--- src/rtl/fp32_pkg.sv ---
// FP32 field layout, operand classes and result flag positions shared by the float-to-int path.
// Also hosts the stage-1 unpack helper so the field slicing lives in one place.
package fp32_pkg;

    localparam int EXP_W = 8;
    localparam int MAN_W = 23;
    localparam int SIG_W = MAN_W + 1;
    localparam int BIAS  = 127;
    localparam logic [EXP_W-1:0] EXP_MAX = 8'hFF;

    typedef enum logic [1:0] {
        FP_ZERO,
        FP_NORM,
        FP_INF,
        FP_NAN
    } fp_class_t;

    localparam int FLAG_INX = 0;
    localparam int FLAG_OVF = 1;
    localparam int FLAG_INV = 2;
    localparam int FLAG_W   = 3;

    typedef struct packed {
        logic              sign;
        logic signed [8:0] e;
        logic [SIG_W-1:0]  sig;
        fp_class_t         cls;
    } fp_unpacked_t;

    // Zero and subnormal share a class: both truncate to 0, only the inexact flag differs.
    function automatic fp_unpacked_t fp_unpack(input logic [31:0] a);
        fp_unpacked_t     u;
        logic [EXP_W-1:0] ex;
        logic [MAN_W-1:0] man;
        ex     = a[MAN_W +: EXP_W];
        man    = a[MAN_W-1:0];
        u.sign = a[31];
        u.e    = $signed({1'b0, ex}) - 9'(BIAS);
        u.sig  = {(ex != '0), man};
        if (ex == '0) begin
            u.cls = FP_ZERO;
        end else if (ex == EXP_MAX) begin
            u.cls = (man != '0) ? FP_NAN : FP_INF;
        end else begin
            u.cls = FP_NORM;
        end
        return u;
    endfunction

endpackage

--- src/rtl/fp_sig_align.sv ---
// Combinational alignment of a 24b significand to integer weight by unbiased exponent.
// Sticky reports any fraction bit lost by the right shift.
module fp_sig_align
    import fp32_pkg::*;
#(
    parameter int OUT_W = 32
) (
    input  logic [SIG_W-1:0]   i_sig,
    input  logic signed [8:0]  i_e,
    output logic [OUT_W-1:0]   o_mag,
    output logic               o_sticky
);

    localparam logic signed [8:0] E_MAN = 9'(MAN_W);

    logic [8:0]             w_rsh;
    logic [8:0]             w_lsh;
    logic [SIG_W+MAN_W-1:0] w_rext;

    assign w_rsh  = 9'(MAN_W) - $unsigned(i_e);
    assign w_lsh  = $unsigned(i_e) - 9'(MAN_W);
    assign w_rext = {i_sig, {MAN_W{1'b0}}} >> w_rsh;

    always_comb begin
        o_mag    = '0;
        o_sticky = 1'b0;
        if (i_e < 9'sd0) begin
            o_sticky = |i_sig;
        end else if (i_e <= E_MAN) begin
            o_mag    = OUT_W'(w_rext[SIG_W+MAN_W-1:MAN_W]);
            o_sticky = |w_rext[MAN_W-1:0];
        end else begin
            o_mag = OUT_W'({{(64-SIG_W){1'b0}}, i_sig} << w_lsh);
        end
    end

endmodule

--- src/rtl/fp32_to_int_pipe.sv ---
// FP32 -> signed OUT_W integer, truncate toward zero; 2-cycle latency, 1/cycle throughput.
// Valid/ready both sides; a stalled output holds and back-fills stage 1 before o_ready drops.
module fp32_to_int_pipe
    import fp32_pkg::*;
#(
    parameter int OUT_W = 32
) (
    input  logic              i_clk,
    input  logic              i_rst,
    input  logic              i_valid,
    output logic              o_ready,
    input  logic [31:0]       i_a,
    output logic              o_valid,
    input  logic              i_ready,
    output logic [OUT_W-1:0]  o_z,
    output logic [FLAG_W-1:0] o_flags
);

    localparam logic [OUT_W-1:0]  Z_MAX     = {1'b0, {(OUT_W-1){1'b1}}};
    localparam logic [OUT_W-1:0]  Z_MIN     = {1'b1, {(OUT_W-1){1'b0}}};
    localparam logic signed [8:0] E_SAT     = 9'(OUT_W - 2);
    localparam logic signed [8:0] E_NEG_TOP = 9'(OUT_W - 1);

    logic              r_s1_v;
    fp_unpacked_t      r_s1_op;
    logic              r_s2_v;
    logic [OUT_W-1:0]  r_s2_z;
    logic [FLAG_W-1:0] r_s2_flags;

    logic              w_s1_adv;
    logic              w_s2_adv;
    fp_unpacked_t      w_s1_in;
    logic signed [8:0] w_s1_e;
    logic [OUT_W-1:0]  w_mag;
    logic              w_sticky;
    logic [OUT_W-1:0]  w_s2_z;
    logic [FLAG_W-1:0] w_s2_flags;

    assign w_s2_adv = !r_s2_v || i_ready;
    assign w_s1_adv = !r_s1_v || w_s2_adv;
    assign o_ready  = w_s1_adv;
    assign o_valid  = r_s2_v;
    assign o_z      = r_s2_z;
    assign o_flags  = r_s2_flags;

    assign w_s1_in = fp_unpack(i_a);
    assign w_s1_e  = r_s1_op.e;

    always_ff @(posedge i_clk) begin
        if (i_rst) begin
            r_s1_v <= 1'b0;
        end else if (w_s1_adv) begin
            r_s1_v <= i_valid;
        end
    end

    always_ff @(posedge i_clk) begin
        if (w_s1_adv && i_valid) begin
            r_s1_op <= w_s1_in;
        end
    end

    fp_sig_align #(
        .OUT_W (OUT_W)
    ) u_align (
        .i_sig    (r_s1_op.sig),
        .i_e      (w_s1_e),
        .o_mag    (w_mag),
        .o_sticky (w_sticky)
    );

    // Negative exponents fall through the aligned path: mag=0, sticky set.
    always_comb begin
        w_s2_z     = '0;
        w_s2_flags = '0;
        case (r_s1_op.cls)
            FP_NAN: begin
                w_s2_z               = Z_MAX;
                w_s2_flags[FLAG_INV] = 1'b1;
            end
            FP_INF: begin
                w_s2_z               = r_s1_op.sign ? Z_MIN : Z_MAX;
                w_s2_flags[FLAG_OVF] = 1'b1;
            end
            FP_ZERO: begin
                w_s2_flags[FLAG_INX] = |r_s1_op.sig;
            end
            default: begin
                if (w_s1_e > E_SAT) begin
                    if (r_s1_op.sign && (w_s1_e == E_NEG_TOP) && (r_s1_op.sig[MAN_W-1:0] == '0)) begin
                        w_s2_z = Z_MIN;
                    end else begin
                        w_s2_z               = r_s1_op.sign ? Z_MIN : Z_MAX;
                        w_s2_flags[FLAG_OVF] = 1'b1;
                    end
                end else begin
                    w_s2_z               = r_s1_op.sign ? (~w_mag + 1'b1) : w_mag;
                    w_s2_flags[FLAG_INX] = w_sticky;
                end
            end
        endcase
    end

    always_ff @(posedge i_clk) begin
        if (i_rst) begin
            r_s2_v     <= 1'b0;
            r_s2_z     <= '0;
            r_s2_flags <= '0;
        end else if (w_s2_adv) begin
            r_s2_v <= r_s1_v;
            if (r_s1_v) begin
                r_s2_z     <= w_s2_z;
                r_s2_flags <= w_s2_flags;
            end
        end
    end

    a_hold_stable: assert property (@(posedge i_clk) disable iff (i_rst)
        (o_valid && !i_ready) |=> (o_valid && $stable(o_z) && $stable(o_flags)));

endmodule

--- config.mk ---
export PLATFORM = sky130hd
export DESIGN_NAME = fp32_to_int_pipe
export DESIGN_NICKNAME = d
export VERILOG_FILES = /design/src/rtl/fp32_pkg.sv /design/src/rtl/fp_sig_align.sv /design/src/rtl/fp32_to_int_pipe.sv
export SDC_FILE = /design/constraint.sdc
export NUM_CORES = 1
export LEC_CHECK = 0
export BUFFER_PORTS_ARGS = -buffer_cell sky130_fd_sc_hd__clkbuf_2
export CORE_ASPECT_RATIO = 0.6
export CORE_UTILIZATION = 57
export CTS_BUF_LIST = sky130_fd_sc_hd__clkbuf_4
export DETAILED_ROUTE_END_ITERATION = 8
export PLACE_DENSITY = 0.8
export SLEW_MARGIN = 20
export SYNTH_ARGS = -nofsm -noshare
export SYNTH_HDL_FRONTEND = slang
export SYNTH_HIERARCHICAL = 1
export SYNTH_SLANG_ARGS = --single-unit
--- constraint.sdc ---
create_clock -name i_clk -period 4.61 [get_ports i_clk]
set_input_delay 0.922 -clock i_clk [delete_from_list [all_inputs] [get_ports i_clk]]
set_output_delay 0.922 -clock i_clk [all_outputs]
set_load 0.01 [all_outputs]
==> metrics.txt <==
outcome=finished clean; Die H=91.0 um; detailed-route via count=8684; Peak VDD IR=0.222 mV; global route overflow=0; antenna violations before repair=0; PD cells=251 mW/mm2; Unique masters post-synth=80; Worst Hold Class=reg -> reg; final worst slack=110 ps; 1st-iter DRT viols=1464; Buffers on Ports=72; element type at the critical path start=flop; Final Hold Viols=0; largest net degree at the start of global routing=73; synthesis-to-layout area growth=16.0%; Post-DP HPWL=21800 um; Fin Setup TNS=0 ps; Mapped Nets=964; Routed Antenna Nets=0; post-route non-filler standard cell count=1197; postcts setup bufs=0; crit path max fanout=25; Top FF cell, synth=dfxtp_1; Yosys warnings=6; Num Clock Sinks=73; global-route wire length before repair=43800 um; max-cap violations=0; worst-margin pin slew=1080 ps; Total Routing Usage GR=42.3%; Seq/Total Area, Yosys=24.2%; H-Tree Depth=3; worst path cell trace=ha_2 -> buf_12 -> inv_2 -> o21ai_0 -> o21ai_0 -> nand2_1 -> mux2_2 -> o22ai_1 -> or4_1 -> or4_1 -> o31a_1 -> or3_1 -> a311oi_1; GPL Wtd Cong=1.02; vias in the first global route=7517; DRC errors left=0; IO Count=73; number of synthesized flops with an enable pin=36; RSZ-0062 raised after global routing=false; slew margin rel.=28.3%; clock transition at the registers of the reported paths=150 ps; Setup CP Type=reg -> reg; Placed Cells incl. Taps=1180; Req. time, crit path=4980 ps; crit-path max cell delay=590 ps; post-synthesis cell count=922; CTS Buf Count=9; drt pass-1 iters=6; routed wire length=28800 um; Synth async-reset ratio=0%; Ant. Diodes=0; die area=0.0137 mm2; nature of the critical path endpoint=flop; CP max stage cell=or4_1; crit path time final=4500 ps; data arrival time of the worst path=4870 ps; leakage power=3.30 nW; wire length per cell=24.0 um; Worst-Skew Late Latency=460 ps; Place WS=98.4 ps; Max Root-Sink Buffers=2; fill count=1061; hold_ws=464 ps; Tot Pwr=2.19 mW; skew final=19.6 ps; share of post-route cells with drive strength above 1=24.9%; core outline area=0.0129 mm2; vias per inst=7.25; Placement Rows=32; fin. max-slew vios=0; Die Wd=150 um; setup violators final=0; Seq cells post-synth=73; Root Buffer=clkbuf_4; Final period util=97.6%; Mapped Area=0.00752 mm2; Fmax=222 MHz; R2R Setup Slk=110 ps; Layout Nets=1064; Initial Util=58.5%; TritonCTS clock tree=done; mean post-synth cell area=8.15 um2
==> final cells by class <==
type / count / area, um2 / area share, %
multi-input combinational: 760 / 5380 / 61.7
sequential: 73 / 1820 / 20.9
timing repair buffer: 160 / 1100 / 12.6
tap: 170 / 213 / 2.44
clock buffer: 10 / 75.1 / 0.861
inverter: 18 / 67.6 / 0.775
clock inverter: 6 / 66.3 / 0.760
==> cell usage after synthesis (8+ instances only) <==
cell type	n	area, um2
nor2_1	94	353
nand2_1	85	319
o21ai_0	58	290
a21oi_1	53	265
clkbuf_1	48	180
dfxtp_1	37	741
edfxtp_1	36	1080
mux4_2	32	721
nor4_1	32	200
a211oi_1	30	225
nor3_1	27	135
mux2i_1	26	260
nand3_1	26	130
mux2_2	18	203
buf_2	16	80.1
inv_1	16	60.1
or3_1	15	93.8
or4_1	12	90.1
a31oi_1	11	68.8
nand4_1	11	68.8
o21a_1	11	82.6
o22ai_1	11	68.8
xor2_1	11	96.3
a2111oi_0	10	87.6
a211o_1	10	87.6
a311oi_1	10	87.6
and3_1	10	62.6
nor2b_1	10	62.6
xnor2_1	10	87.6
o32ai_1	9	78.8
a21o_1	8	60.1
and2_1	8	50.1
o211ai_1	8	60.1
==> registers in the layout, indices dropped and copies added, names as in the netlist <==
name / cells
o_flags: 3
o_valid: 1
o_z: 32
r_s1_op: 27
r_s1_v: 1
w_s1_e: 9
==> cell usage in the layout (no fill, tap or decap), types with 5 or more instances in the layout <==
| cell type | count |
|---|---|
| and2_1 | 8 |
| o22ai_1 | 10 |
| clkbuf_2 | 72 |
| nor3_1 | 27 |
| ha_1 | 5 |
| nor4_1 | 31 |
| buf_4 | 82 |
| nand2_1 | 85 |
| mux2_2 | 18 |
| a21oi_1 | 52 |
| o21bai_1 | 7 |
| or3_1 | 15 |
| xnor2_1 | 9 |
| mux2i_1 | 26 |
| nand3_1 | 26 |
| o32ai_1 | 9 |
| nor2b_1 | 10 |
| or4_1 | 12 |
| o21a_1 | 11 |
| and3_1 | 10 |
| a211oi_1 | 30 |
| inv_1 | 16 |
| a211o_1 | 10 |
| nand2b_1 | 7 |
| nor2_1 | 94 |
| o211ai_1 | 8 |
| o31ai_1 | 6 |
| mux4_2 | 32 |
| clkbuf_4 | 10 |
| o21ai_0 | 58 |
| edfxtp_1 | 36 |
| a311oi_1 | 10 |
| dfxtp_1 | 37 |
| a2111oi_0 | 10 |
| nand4_1 | 11 |
| xor2_1 | 10 |
| a21o_1 | 8 |
| a31oi_1 | 11 |
| a41oi_1 | 7 |
==> metal layers <==
metal	share of wire (%)	vias up	GRT usage [%]	routed length, um
met1	44	4047	67.3	12800
met3	17	54	16.0	4850
met5	0	-	0.385	0
met2	37	734	51.7	10600
met4	1.7	0	8.92	489
li1	-	3849	-	-
==> critical path: cells and delay by family (launching register included) <==
kind                       cells  cell delay (ps)
and+or+nand+nor                4             1710
DFF                            1              470
AOI/OAI and AO/OA              5             1120
buffers and inverters          2              320
muxes                          1              260
adders and majority gates      1              540
==> report_power, final <==
group          switching (mW)  internal [mW]  total, mW
sequential             0.0669          0.729      0.796
combinational           0.554          0.379      0.934
clock                   0.285          0.174      0.459
==> final timing paths <==
check	start	endpoint	depth (start not counted)
worst min register to register	o_flags[2]$_SDFFE_PP0P_	o_flags[2]$_SDFFE_PP0P_	2
worst max register to register	w_s1_e[1]$_DFFE_PP_	o_z[31]$_SDFFE_PP0P_	13
worst max-delay path	w_s1_e[1]$_DFFE_PP_	o_z[31]$_SDFFE_PP0P_	13
worst min-delay path	o_flags[2]$_SDFFE_PP0P_	o_flags[2]$_SDFFE_PP0P_	2
==> stage by stage <==
step,instance area (um2),util [%]
2_1_floorplan,7520,-
3_5_place_dp,8510,66.2
3_3_place_gp,8510,66.2
6_report,8720,67.9
4_1_cts,8650,67.3
5_1_grt,8720,67.9
==> cell families (layout without fill, tap and decap cells) <==
group,count (synthesis),count (layout),share of synthesized area [%]
buf+inv,89,194,4.98
xor+xnor,21,21,2.45
mux,76,76,15.7
simple gates,363,363,24.4
fa+ha+maj,6,6,0.998
flops,73,73,24.2
compound gates,294,294,27.2
==> what timing repair did <==
item,CTS,global route
hold buffers,0,0
resized for setup,0,9
endpoints found under the setup margin,0,11
endpoints found under the hold margin,0,0
Note: power is estimated with default switching activity, not from simulation.
